<file path="src/rtl/hazard_pkg.sv">
// Shared definitions for the pipeline hazard controller: FSM state type,
// the NOP encoding used for pipeline bubbles, counter width default and
// the load-use detection helper.
package hazard_pkg;

  typedef enum logic [0:0] {
    RUN           = 1'b0,
    REDIRECT_WAIT = 1'b1
  } hz_state_t;

  // addi x0, x0, 0 -- what a flushed pipeline register represents
  localparam logic [31:0] NOP_INSTR = 32'h00000013;

  localparam int unsigned CNT_W_DEFAULT = 32;

  // True when the load in EX writes a register the ID instruction reads.
  // Writes to x0 never create a dependency.
  function automatic logic load_use_hazard(
    input logic       mem_read,
    input logic [4:0] rd,
    input logic [4:0] rs1,
    input logic [4:0] rs2,
    input logic       uses_rs1,
    input logic       uses_rs2
  );
    return mem_read && (rd != 5'd0) &&
           (((rd == rs1) && uses_rs1) || ((rd == rs2) && uses_rs2));
  endfunction

endpackage

</file>
<file path="src/rtl/hazard_perf_counters.sv">
// Saturating hazard event counters: load-use bubbles, redirect events and
// D-cache stall cycles. Only instantiated when HAZARD_STATS_EN is defined.
module hazard_perf_counters
  import hazard_pkg::*;
#(
  parameter int unsigned CNT_W = CNT_W_DEFAULT
) (
  input  logic             clk,
  input  logic             rst,
  input  logic             inc_loaduse,
  input  logic             inc_redirect,
  input  logic             inc_memstall,
  output logic [CNT_W-1:0] stat_loaduse,
  output logic [CNT_W-1:0] stat_redirect,
  output logic [CNT_W-1:0] stat_memstall
);

  localparam logic [CNT_W-1:0] CNT_MAX = '1;

  // Each counter increments on its event and sticks at all-ones.
  always_ff @(posedge clk or posedge rst) begin
    if (rst) begin
      stat_loaduse  <= '0;
      stat_redirect <= '0;
      stat_memstall <= '0;
    end else begin
      if (inc_loaduse && (stat_loaduse != CNT_MAX))
        stat_loaduse <= stat_loaduse + 1'b1;
      if (inc_redirect && (stat_redirect != CNT_MAX))
        stat_redirect <= stat_redirect + 1'b1;
      if (inc_memstall && (stat_memstall != CNT_MAX))
        stat_memstall <= stat_memstall + 1'b1;
    end
  end

endmodule

</file>
<file path="src/rtl/pipeline_hazard_ctrl.sv">
// Central stall/flush sequencer for the 5-stage RV32 pipeline.
// Handles load-use bubbles, I/D-cache miss stalls and EX-stage redirects,
// including a redirect that must wait for an outstanding fetch.
// Optional feature macro: HAZARD_STATS_EN adds saturating event counters
// (stat_loaduse, stat_redirect, stat_memstall).
//
// Handshake note: there is no valid/ready pair here; icache_stall and
// dcache_stall are level "not done" indications sampled every cycle, and
// all controls are combinational from the current inputs and state.
module pipeline_hazard_ctrl
  import hazard_pkg::*;
#(
  parameter int unsigned XLEN  = 32,
  parameter int unsigned CNT_W = CNT_W_DEFAULT
) (
  input  logic            clk,
  input  logic            rst,
  input  logic            ID_EX_MemRead,
  input  logic [4:0]      ID_EX_RegisterRd,
  input  logic [4:0]      IF_ID_RegisterRs1,
  input  logic [4:0]      IF_ID_RegisterRs2,
  input  logic            IF_ID_uses_rs1,
  input  logic            IF_ID_uses_rs2,
  input  logic            EX_redirect,
  input  logic [XLEN-1:0] EX_redirect_target,
  input  logic            icache_stall,
  input  logic            dcache_stall,
  output logic            pc_write,
  output logic            pc_sel_redirect,
  output logic [XLEN-1:0] redirect_pc,
  output logic            IF_ID_write,
  output logic            ID_EX_write,
  output logic            EX_MEM_write,
  output logic            MEM_WB_write,
  output logic            IF_ID_flush,
  output logic            ID_EX_flush,
`ifdef HAZARD_STATS_EN
  output logic [CNT_W-1:0] stat_loaduse,
  output logic [CNT_W-1:0] stat_redirect,
  output logic [CNT_W-1:0] stat_memstall,
`endif
  output logic            hz_state
);

  hz_state_t       state_q, state_d;
  logic [XLEN-1:0] target_q, target_d;
  logic            load_use;
  logic            ev_loaduse;
  logic            ev_redirect;
  logic            ev_memstall;

  assign load_use = load_use_hazard(ID_EX_MemRead, ID_EX_RegisterRd,
                                    IF_ID_RegisterRs1, IF_ID_RegisterRs2,
                                    IF_ID_uses_rs1, IF_ID_uses_rs2);

  assign hz_state = state_q;

  // Fixed-priority decode: reset, dcache freeze, pending redirect,
  // new redirect, load-use, icache stall, then free-running defaults.
  always_comb begin
    pc_write        = 1'b1;
    pc_sel_redirect = 1'b0;
    redirect_pc     = target_q;
    IF_ID_write     = 1'b1;
    ID_EX_write     = 1'b1;
    EX_MEM_write    = 1'b1;
    MEM_WB_write    = 1'b1;
    IF_ID_flush     = 1'b0;
    ID_EX_flush     = 1'b0;
    state_d         = state_q;
    target_d        = target_q;
    ev_loaduse      = 1'b0;
    ev_redirect     = 1'b0;
    ev_memstall     = 1'b0;

    if (rst) begin
      pc_write     = 1'b0;
      IF_ID_write  = 1'b0;
      ID_EX_write  = 1'b0;
      EX_MEM_write = 1'b0;
      MEM_WB_write = 1'b0;
    end else if (dcache_stall) begin
      // Whole pipeline frozen; inputs are held so anything else pending
      // is simply seen again once the stall clears.
      pc_write     = 1'b0;
      IF_ID_write  = 1'b0;
      ID_EX_write  = 1'b0;
      EX_MEM_write = 1'b0;
      MEM_WB_write = 1'b0;
      ev_memstall  = 1'b1;
    end else if (state_q == REDIRECT_WAIT) begin
      // Discard the wrong-path fetch until the I-cache lets go, then load
      // the latched target. EX holds a bubble, so EX_redirect is ignored.
      IF_ID_flush = 1'b1;
      ID_EX_flush = 1'b1;
      if (icache_stall) begin
        pc_write = 1'b0;
      end else begin
        pc_sel_redirect = 1'b1;
        state_d         = RUN;
      end
    end else if (EX_redirect) begin
      IF_ID_flush = 1'b1;
      ID_EX_flush = 1'b1;
      ev_redirect = 1'b1;
      if (!icache_stall) begin
        pc_sel_redirect = 1'b1;
        redirect_pc     = EX_redirect_target;
      end else begin
        pc_write = 1'b0;
        target_d = EX_redirect_target;
        state_d  = REDIRECT_WAIT;
      end
    end else if (load_use) begin
      pc_write    = 1'b0;
      IF_ID_write = 1'b0;
      ID_EX_flush = 1'b1;
      ev_loaduse  = 1'b1;
    end else if (icache_stall) begin
      pc_write    = 1'b0;
      IF_ID_flush = 1'b1;
    end
  end

  // FSM state and latched redirect target.
  always_ff @(posedge clk or posedge rst) begin
    if (rst) begin
      state_q  <= RUN;
      target_q <= '0;
    end else begin
      state_q  <= state_d;
      target_q <= target_d;
    end
  end

`ifdef HAZARD_STATS_EN
  hazard_perf_counters #(
    .CNT_W (CNT_W)
  ) u_perf (
    .clk           (clk),
    .rst           (rst),
    .inc_loaduse   (ev_loaduse),
    .inc_redirect  (ev_redirect),
    .inc_memstall  (ev_memstall),
    .stat_loaduse  (stat_loaduse),
    .stat_redirect (stat_redirect),
    .stat_memstall (stat_memstall)
  );
`endif

endmodule
</file>
<file path="config.mk">
export PLATFORM = sky130hd
export DESIGN_NAME = pipeline_hazard_ctrl
export DESIGN_NICKNAME = d
export VERILOG_FILES = /design/src/rtl/hazard_pkg.sv /design/src/rtl/hazard_perf_counters.sv /design/src/rtl/pipeline_hazard_ctrl.sv
export SDC_FILE = /design/constraint.sdc
export NUM_CORES = 1
export LEC_CHECK = 0
export ABC_AREA = 1
export BUFFER_PORTS_ARGS = -buffer_cell sky130_fd_sc_hd__clkbuf_2
export CAP_MARGIN = 10
export CORE_UTILIZATION = 47
export DETAILED_ROUTE_END_ITERATION = 6
export PLACE_DENSITY = 0.8
export SLEW_MARGIN = 40
export SYNTH_ARGS = -nofsm -noshare
export SYNTH_HDL_FRONTEND = slang
export SYNTH_SLANG_ARGS = --single-unit
export TNS_END_PERCENT = 10
</file>
<file path="constraint.sdc">
create_clock -name clk -period 2.9 [get_ports clk]
set_input_delay 0.29 -clock clk [delete_from_list [all_inputs] [get_ports clk]]
set_output_delay 0.29 -clock clk [all_outputs]
set_load 0.02 [all_outputs]
</file>
# Yosys cells after proc, flatten, opt, wreduce, memory -nomap -nowiden
# Cells that the tools add are included.
# word_totals
regBits,33
latchBits,0
mem_bits_rw,0
mem_bits_ro,0
input_bits,55
output_inout_bits,41
elab_cells,50
memories,0
# op_classes
n_addsub,0
n_mul,0
n_div,0
magnitude_cmp,0
eq_ne,2
shifts,0
muxes,35
bitwise_logic,3
n_reduce_logical,8
# op_table
operator,count
32-bit two-way mux,5
1-bit two-way mux,30
5-bit == test,2
5-bit AND reduction,1
5-bit nonzero test,1
1-bit logical AND,4
1-bit inverter,3
2-bit AND reduction,1
1-bit logical OR,1

# Longest topological paths before layout
# Gate-level depths: netlist of the first run.
# depth
depth_word,9
mapped_depth,9

# Worst setup path after synthesis of the first run
# Ideal clock, no wire load.
# synth_timing
path_kind,input to output
from,input port dcache_stall
to,output port redirect_pc[10]
arrival_ps,1203
required_ps,2610
setup_slack_ps,1407
stages,6
path_buffers,1
path_cell_list,nor2_4 > inv_2 > nor2_4 > nand2_4 > buf_6 > o21ai_2
# synth_via
elab_chain_len,2
# synth_lines
element,line,text
from (decl),pipeline_hazard_ctrl.sv:27,"input logic dcache_stall,"
32-bit two-way mux,pipeline_hazard_ctrl.sv:82,end else if (dcache_stall) begin
32-bit two-way mux,pipeline_hazard_ctrl.sv:76,if (rst) begin
to (decl),pipeline_hazard_ctrl.sv:30,"output logic [XLEN-1:0] redirect_pc,"
# Every way passes these cells.

# Worst setup path after layout of the first run
# layout_timing
from,"register state_q, in the netlist hz_state"
to,output port redirect_pc[2]
# layout_via
elab_chain_len,3
# layout_lines
element,line,text
from (decl),pipeline_hazard_ctrl.sv:45,"hz_state_t state_q, state_d;"
from (signal assigned),pipeline_hazard_ctrl.sv:131,state_q <= state_d;
32-bit two-way mux,pipeline_hazard_ctrl.sv:91,end else if (state_q == REDIRECT_WAIT) begin
32-bit two-way mux,pipeline_hazard_ctrl.sv:82,
32-bit two-way mux,pipeline_hazard_ctrl.sv:76,
# Every way passes these cells.

==> results of run 1 <==
-- logic make-up after synthesis --
family	count (synthesis)	share of synthesized area
buf+inv	67	0.159
flops	33	0.374
simple gates	118	0.221
compound gates	67	0.246
-- critical path: stages (launching register included) --
cell and delay [ns]:
dfrtp_1 0.45, nor2_4 0.08, nand2_4 0.56, nand2_1 0.15
o21ai_2 0.12, clkbuf_2 0.21
-- per-layer routing --
metal	vias up	share of wire
met5	-	0
met4	0	0.010
met3	6	0.044
met2	53	0.49
met1	851	0.45
li1	1053	-
-- metrics by stage --
| step | hold WS, ns | setup slack, ns | instances | instance area [um^2] | total power [uW] |
|---|---|---|---|---|---|
| after CTS | 0.121 | 0.732 | 427 | 2720 | 1590 |
| after detailed placement | 0.419 | 0.881 | 419 | 2610 | 1150 |
| after floorplan | 0.419 | 1.41 | 285 | 2210 | 995 |
| final | 0.112 | 0.741 | 427 | 2720 | 1570 |
| after global routing | 0.160 | 0.599 | 427 | 2720 | 1670 |
| after global placement | 0.420 | 0.921 | 419 | 2610 | 1140 |
-- final timing paths --
| check | start | to | slack [ns] | cells past startpoint |
|---|---|---|---|---|
| worst min register to register | target_q[22] | target_q[22] | 0.48 | 2 |
| worst max-delay path | hz_state | redirect_pc[2] | 0.74 | 5 |
| max in group asynchronous | rst | target_q[29] | 2.49 | 3 |
| min in group clk | EX_redirect_target[17] | target_q[17] | 0.27 | 3 |
| worst min-delay path | rst | target_q[15] | 0.11 | 3 |
| worst max register to register | hz_state | target_q[30] | 1.11 | 5 |
-- layout make-up --
| type | count | share of cell area |
|---|---|---|
| inverter | 52 | 0.0717 |
| clock inverter | 1 | 0.0110 |
| tap | 52 | 0.0239 |
| multi-input combinational | 185 | 0.378 |
| clock buffer | 7 | 0.0317 |
| sequential | 33 | 0.303 |
| timing repair buffer | 97 | 0.180 |
-- power groups by stage --
stage	logic (uW)	registers (uW)	clock network, uW
after global routing	602	604	461
final	545	595	434
after detailed placement	552	601	0
after global placement	539	598	0
after floorplan	403	592	0
after CTS	552	594	446
-- sequential cells by signal (all words and copies together) (netlist names) --
register / flops
target_q: 32
hz_state: 1
-- cells in the final DEF, fill, tap and decap left out --
cell type / instances
nand2_1: 97
clkbuf_2: 95
o21ai_2: 55
inv_1: 51
dfrtp_1: 33
nor2_1: 10
o21ai_1: 9
clkbuf_8: 6
nor2_4: 3
nand3_1: 3
o21ai_0: 2
nor3_1: 2
buf_4: 2
nand3_2: 1
inv_2: 1
nand2_4: 1
nand4_1: 1
a21oi_1: 1
bufinv_16: 1
clkbuf_1: 1
==> qor.yml, run 1 <==
synthesis:
  synth_edf_count: 0
  syn_inst: 285
  yosysSeqAreaShare: 0.374
  ys_ff_latch: 33
  synth_area_mm2: 0.00221
  synth_top_area_share: 0.374
  synthTopCellsByCount: "97 x nand2_1, 55 x o21ai_2, 51 x inv_1, 33 x dfrtp_1, 12 x buf_6"
  yosysMostFrequentCell: "nand2_1"
  synth_cell_types: 18
  syn_area_per_cell_um2: 7.74
  synth-main-ff-cell: "dfrtp_1"
  async_reset_ff_frac: 1.00
  synth_top_cell_by_area: "dfrtp_1"
  postSynthNetCount: 340
  synthTopCellsByArea: "dfrtp_1 37%, o21ai_2 22%, nand2_1 17%"
  synth_warnings: 0
clocking:
  hold_buffers: 0
  cts_setup_buffers: 0
  clockBufferDepth: 2
  post_cts_resize_count: 0
  root_buffer: "clkbuf_8"
  clock_sinks: 33
  htree_levels: 2
  cts_buffers: 5
  cts_tree: "built"
  clock_latency_ns: 0.28
  path_clk_slew_ns: 0.07
power_and_ir_drop:
  ir_drop_uv: 398
  p_leak_uw: 0.00165
  power.density_mw_per_mm2: 578
  internal_power_uw: 1040
  p_sw_frac: 0.342
  seqPwrFrac: 0.378
  power_switching_uw: 538
  clkPwrFrac: 0.276
  p_comb_frac: 0.346
outcome:
  violations: "DRC"
  status: "finished with violations"
routing:
  wirelength_mm: 4.18
  viasPerCell: 4.60
  ant_nets: 0
  dr.first_iter.drc_count: 146
  wl_per_cell_um: 9.78
  num_vias: 1963
  drc: 10
  drt_pass1_iterations: 6
setup_path:
  cp_data_arrival_time_ns: 1.87
  crit_type: "flop to primary output"
  crit_fanout: 64
  cp-start-kind: "flop"
  crit_path_end_kind: "primary output"
  crit_required_ns: 2.61
layout:
  syn_to_final_growth_pct: 23.4
  final_core_util: 0.613
  nNetsFinal: 429
  seqCellArea_um2: 826
  multi_input_area_mm2: 0.00103
  fillers: 432
  n_antenna_cell: 0
  drive_above_1_share: 0.440
sta:
  tns_ns: 0
  setup_violations: 0
  max_slew_margin: 0.478
  fmax_ghz: 0.463
  fin_skew_ns: 0.00811
  rsz0062_at_grt: "no"
  fin_crit_sh: 0.744
  hold_violations: 0
  worstMarginPinSlew_ns: 0.784
  report.final.slew_viol_count: 0
  period_needed_ns: 2.16
floorplanning:
  die_height_um: 70.5
  io-pin-count: 96
  die-area_mm2: 0.00497
  core_mm2: 0.00444
  die_w_um: 70.5
  start_util: 0.496
  rows: 24
placed_design:
  hpwlAfterDp_mm: 3.25
  portBuffers: 95
  gp_congestion: 0.857
global_routing:
  grt_pass1_wl_mm: 7.20
  grt_max_degree: 65
  grt_pass1_vias: 1735
  track_usage: 0.179
  gr-max-usage-layer: "met2"
  grt_overflow_total: 0
  grt_use_met3: 0.0404
  use_met2: 0.317
  use_met1: 0.219
  antenna_found_initial: 0
worst_hold_path:
  hold_path_class: "input pin to asynchronous set/reset pin"
flow_run:
  maxCapViolCount: 0
No activity file was read; power rests on OpenSTA's default activity.
==> run 2, diff against run 1 <==
--- a/config.mk
+++ b/config.mk
@@ -8,9 +8,9 @@
 export ABC_AREA = 1
 export BUFFER_PORTS_ARGS = -buffer_cell sky130_fd_sc_hd__clkbuf_2
 export CAP_MARGIN = 10
-export CORE_UTILIZATION = 47
+export CORE_UTILIZATION = 43
 export DETAILED_ROUTE_END_ITERATION = 6
-export PLACE_DENSITY = 0.8
+export PLACE_DENSITY = 0.77
 export SLEW_MARGIN = 40
 export SYNTH_ARGS = -nofsm -noshare
 export SYNTH_HDL_FRONTEND = slang
==> constraint.sdc (replaced) <==
create_clock -name clk -period 1.9 [get_ports clk]
set_input_delay 0.19 -clock clk [delete_from_list [all_inputs] [get_ports clk]]
set_output_delay 0.19 -clock clk [all_outputs]
set_load 0.02 [all_outputs]
==> run 2 against run 1 <==
  * The flow now finishes without violations
  * Register-to-register slack got worse by 0.48 ns
  * Critical endpoint is now redirect_pc[12]
  * Sequential share of layout area fell by 0.43 points
  * Count of clock-buffer cells in the layout fell by 2
  * Combinational power rose by 56%
  * Via count rose by 1.5%
==> qor.yml, run 2 (same netlist as run 1, synthesis figures left out) <==
outcome:
  status: "complete, no violations"
floorplanning:
  rows: 25  # +4.2%
  die_height_um: 73.6  # +4.4%
  io-pin-count: 96  # unchanged
  start_util: 0.458  # -0.0384
  die-area_mm2: 0.00542  # +9.0%
  core_mm2: 0.00482  # +8.4%
  die_w_um: 73.6  # +4.4%
routing:
  viasPerCell: 4.50  # -2.2%
  drc: 0  # -10
  drt_pass1_iterations: 4  # -2
  wirelength_mm: 4.46  # +6.7%
  ant_nets: 0  # unchanged
  dr.first_iter.drc_count: 93  # -36%
  wl_per_cell_um: 10.1  # +2.8%
  num_vias: 1992  # +1.5%
clocking:
  htree_levels: 2  # unchanged
  cts_tree: "built"
  cts_setup_buffers: 0  # unchanged
  clockBufferDepth: 2  # unchanged
  cts_buffers: 5  # unchanged
  root_buffer: "clkbuf_8"
  clock_sinks: 33  # unchanged
  clock_latency_ns: 0.28  # about the same
  path_clk_slew_ns: 0.06  # about the same
setup_path:
  crit_required_ns: 1.71  # -0.90 ns
  crit_type: "flop to primary output"
  crit_fanout: 28  # -56%
  regToRegSetupSlack_ns: 0.63  # -0.48 ns
  cp_data_arrival_time_ns: 1.59  # -0.28 ns
  cp-start-kind: "flop"
  crit_path_end_kind: "primary output"
  r2r_end: "target_q[17]"
  ff2ff_path_depth: 5  # unchanged
  rr_startpoint: "hz_state"
layout:
  final_common_cell: "nand2_1"
  multi_input_area_mm2: 0.00104  # +0.85%
  seqCellArea_um2: 826  # unchanged
  drive_above_1_share: 0.441  # +0.00149
  fillers: 462  # +6.9%
  nNetsFinal: 432  # +0.70%
  layout_common_cells: "97 x nand2_1, 95 x clkbuf_2, 55 x o21ai_2"
  syn_to_final_growth_pct: 25.2
  final_core_util: 0.573  # -0.0394
  fin_area_mm2: 0.00276  # +1.4%
  top_register: "target_q"
  n_antenna_cell: 0  # unchanged
  largest_reg_flops: 32  # unchanged
sta:
  period_needed_ns: 1.78
  hold_violations: 0  # unchanged
  worstMarginPinSlew_ns: 0.476  # -0.308 ns
  whs_ns: 0.171  # +0.0587 ns
  tns_ns: 0  # unchanged
  max_slew_margin: 0.682  # +0.205
  setup_violations: 0  # unchanged
  fmax_ghz: 0.562
  fin_crit_sh: 0.936
  rsz0062_at_grt: "no"
  fin_skew_ns: 0.00322  # -0.00489 ns
  report.final.slew_viol_count: 0  # unchanged
worst_hold_path:
  whs_endpoint: "target_q[30]"
  min_from: "EX_redirect_target[30]"
  min_path_cells: 3
  hold_path_class: "input pin to flop"
power_and_ir_drop:
  seqPwrFrac: 0.406  # +0.028
  p_sw_frac: 0.369  # +0.0269
  power_switching_uw: 821  # +52%
  p_leak_uw: 0.00165  # about the same
  ir_drop_uv: 555  # +39%
  power.density_mw_per_mm2: 805  # +39%
  p_comb_frac: 0.381  # +0.035
  totalPowerFinal_uw: 2220  # +41%
  internal_power_uw: 1400  # +36%
  clkPwrFrac: 0.212  # -0.064
placed_design:
  portBuffers: 95  # unchanged
  gp_congestion: 0.943  # +10%
  hpwlAfterDp_mm: 3.49  # +7.6%
  dpl_cell_area_mm2: 0.00267  # +2.3%
global_routing:
  antenna_found_initial: 0  # unchanged
  grt_max_degree: 66  # +1.5%
  track_usage: 0.182  # +0.00241
  grt_pass1_wl_mm: 7.61  # +5.8%
  grt_overflow_total: 0  # unchanged
  grt_pass1_vias: 1877  # +8.2%
flow_run:
  maxCapViolCount: 0  # unchanged
## run 2: power by group through the flow
stage	registers (uW)	clock network, uW	logic (uW)
after detailed placement	915	0	854
after global routing	923	520	945
after global placement	910	0	836
after CTS	904	490	858
final	904	472	848
after floorplan	904	0	614
## run 2: worst max-delay path by stage
stage	from	end	slack, ns	depth (start not counted)
finish	hz_state	redirect_pc[12]	0.12	5
global route	hz_state	redirect_pc[20]	0.01	5
CTS	hz_state	redirect_pc[6]	0.02	6
detailed placement	dcache_stall	redirect_pc[6]	0.26	8
global placement	dcache_stall	redirect_pc[6]	0.31	8
floorplan	hz_state	redirect_pc[10]	0.56	4
## run 2: cell type report
type,count,share of cell area
Clock buffer,5,0.0249
Tap cell,67,0.0304
Sequential cell,33,0.299
Timing Repair Buffer,100,0.197
Clock inverter,1,0.00181
Inverter,52,0.0707
Multi-Input combinational cell,185,0.376
## run 2: critical path: stages, from the launching register on
cell and delay, ns:
dfrtp_1 0.44, nor2_4 0.20, nand2_8 0.15, buf_12 0.21, o21ai_2 0.13, clkbuf_2 0.18
## run 2: timing repair
item	4_1_cts	5_1_grt
hold buffers	1	0
endpoints found under the setup margin	0	21
gates resized for setup	0	2
endpoints found under the hold margin	11	0
## run 2: layer usage
layer,global-route usage,up-vias,wire length [um]
met5,0,-,0
met4,0.0769,0,65
met3,0.0343,7,190
met2,0.326,56,2210
met1,0.211,872,1990
li1,-,1057,-
## run 2: stage by stage
stage | worst slack, ns | std cells
final | 0.121 | 443
after global placement | 0.314 | 436
after CTS | 0.0239 | 443
after floorplan | 0.556 | 285
after detailed placement | 0.261 | 436
after global routing | 0.0138 | 443
==> run 3, diff against run 2 <==
--- a/config.mk
+++ b/config.mk
@@ -8,6 +8,7 @@
 export ABC_AREA = 1
 export BUFFER_PORTS_ARGS = -buffer_cell sky130_fd_sc_hd__clkbuf_2
 export CAP_MARGIN = 10
+export CORE_ASPECT_RATIO = 1.25
 export CORE_UTILIZATION = 43
 export DETAILED_ROUTE_END_ITERATION = 6
 export PLACE_DENSITY = 0.77
==> run 3 against run 2 <==
  * Register-to-register slack better by 0.02 ns
  * Critical path depth up 1
  * Global-route usage shrank 1.7 points
  * Non-clock buffer count is 2 lower
  * Critical path type unchanged
  * Critical endpoint is now redirect_pc[20]
==> qor.yml, run 3 (same netlist as run 1, synthesis figures left out) <==
sta:
  report.final.slew_viol_count: 0  # unchanged
  setup_violations: 0  # unchanged
  max_slew_margin: 0.718  # +0.0359
  fin_skew_ns: 0.00147  # -0.00175 ns
  tns_ns: 0  # unchanged
  setup_ws_ns: 0.147  # +0.0261 ns
  worstMarginPinSlew_ns: 0.423  # -0.0533 ns
  fin_crit_sh: 0.923  # -0.0137
  rsz0062_at_grt: "no"
  period_needed_ns: 1.75  # -0.0261 ns
  hold_violations: 0  # unchanged
  fmax_ghz: 0.571  # +1.5%
floorplanning:
  core_mm2: 0.00483  # +0.36%
  io-pin-count: 96  # unchanged
  rows: 28  # +12%
  die-area_mm2: 0.00542  # about the same
  start_util: 0.456  # -0.00166
  die_w_um: 66.1  # -10%
  die_height_um: 82.1  # +11%
routing:
  viasPerCell: 4.55  # +1.1%
  drt_pass1_iterations: 4  # unchanged
  drc: 0  # unchanged
  dr.first_iter.drc_count: 95  # +2.2%
  num_vias: 1978  # -0.70%
  wl_per_cell_um: 9.89  # -1.7%
  ant_nets: 0  # unchanged
  wirelength_mm: 4.30  # -3.5%
power_and_ir_drop:
  clkPwrFrac: 0.229  # +0.017
  seqPwrFrac: 0.401  # -0.005
  internal_power_uw: 1450  # +3.1%
  p_comb_frac: 0.369  # -0.012
  power.density_mw_per_mm2: 826  # +2.6%
  p_sw_frac: 0.360  # -0.00884
  p_leak_uw: 0.00165  # +0.17%
  ir_drop_uv: 553  # -0.42%
  power_switching_uw: 814  # -0.81%
layout:
  drive_above_1_share: 0.440  # -0.00149
  fin_area_mm2: 0.00274  # -0.95%
  syn_to_final_growth_pct: 24.0
  top_register: "target_q"
  largest_reg_flops: 32  # unchanged
  nNetsFinal: 430  # -0.46%
  n_antenna_cell: 0  # unchanged
  final_common_cell: "nand2_1"
  layout_common_cells: "97 x nand2_1, 95 x clkbuf_2, 55 x o21ai_2"
clocking:
  root_buffer: "clkbuf_8"
  hold_buffers: 0  # -1
  clockBufferDepth: 2  # unchanged
  cts_setup_buffers: 0  # unchanged
  post_cts_resize_count: 0  # unchanged
  clock_latency_ns: 0.27  # about the same
  path_clk_slew_ns: 0.06  # about the same
  cts_buffers: 5  # unchanged
  clock_sinks: 33  # unchanged
  cts_tree: "built"
  htree_levels: 2  # unchanged
setup_path:
  path_depth: 6  # +1
  crit_required_ns: 1.71  # about the same
  cpPeakStageDelay_ns: 0.45  # about the same
  r2r_end: "target_q[19]"
  rr_startpoint: "hz_state"
  cp_data_arrival_time_ns: 1.56  # -0.03 ns
  path_delay_family: "buffers and inverters"
  crit_buf_inv: 2  # unchanged
  crit_start: "hz_state"
  crit_chain: "nor2_4 > nand2_4 > buf_12 > nand2_1 > o21ai_2 > clkbuf_2"
  ff2ff_path_depth: 5  # unchanged
  setup.worst_path.end: "redirect_pc[20]"
  crit_fanout: 64  # +130%
  crit_slowest_cell: "dfrtp_1"
  crit_type: "flop to primary output"
  cp-start-kind: "flop"
  crit_path_end_kind: "primary output"
  regToRegSetupSlack_ns: 0.65  # +0.02 ns
global_routing:
  grt_overflow_total: 0  # unchanged
  grt_pass1_vias: 1786  # -4.8%
  grt_max_degree: 66  # unchanged
  antenna_found_initial: 0  # unchanged
  track_usage: 0.165  # -0.0167
  grt_pass1_wl_mm: 6.97  # -8.4%
placed_design:
  pre_cts_ws_ns: 0.441  # +0.179 ns
  portBuffers: 95  # unchanged
  dpl_cell_area_mm2: 0.00265  # -0.61%
  gp_congestion: 0.726  # -23%
  hpwlAfterDp_mm: 3.22  # -7.9%
outcome:
  status: "complete, no violations"
worst_hold_path:
  hold_path_class: "input pin to asynchronous set/reset pin"
flow_run:
  maxCapViolCount: 0  # unchanged
==> run 3: worst reg2reg max path, stage by stage, from the launching register on <==
cell,delay [ns]
dfrtp_1,0.44
nor2_4,0.17
nand3_2,0.11
buf_12,0.20
nand2_1,0.16
o21ai_2,0.05
==> run 3: area by class of cell <==
class / count / area (um^2)
Multi-Input combinational cell: 185 / 1030
Fill cell: 461 / 2100
Tap cell: 60 / 75.1
Inverter: 52 / 195
Sequential cell: 33 / 826
Clock buffer: 7 / 86.3
Timing Repair Buffer: 98 / 523
==> run 3: worst min path at each step <==
stage                    to  cells after the start
4_1_cts         target_q[1]                      3
6_report        target_q[2]                      3
5_1_grt        target_q[30]                      3
3_3_place_gp       hz_state                      3
3_5_place_dp       hz_state                      3
2_1_floorplan      hz_state                      1
==> run 3: power by group through the flow <==
| stage | logic, uW | clock network, uW | registers, uW |
|---|---|---|---|
| final | 835 | 518 | 907 |
| after CTS | 849 | 548 | 908 |
| after global routing | 933 | 572 | 924 |
| after floorplan | 614 | 0 | 904 |
| after detailed placement | 847 | 0 | 920 |
| after global placement | 829 | 0 | 911 |
==> run 3: per-stage QoR <==
step	instances	total power, uW	hold WS (ns)	utilization
2_1_floorplan	285	1520	0.319	-
3_3_place_gp	428	1740	0.329	0.548
3_5_place_dp	428	1770	0.337	0.548
4_1_cts	435	2310	0.0328	0.566
5_1_grt	435	2430	0.0471	0.566
6_report	435	2260	0.0201	0.566
==> run 3: layer usage <==
metal  global-route usage  part of all wire  vias up
met4               0.0511            0.0079        0
met1                0.174              0.41      867
met2                0.317              0.53       50
li1                     -                 -     1057
met5                    0                 0        -
met3               0.0403             0.050        4
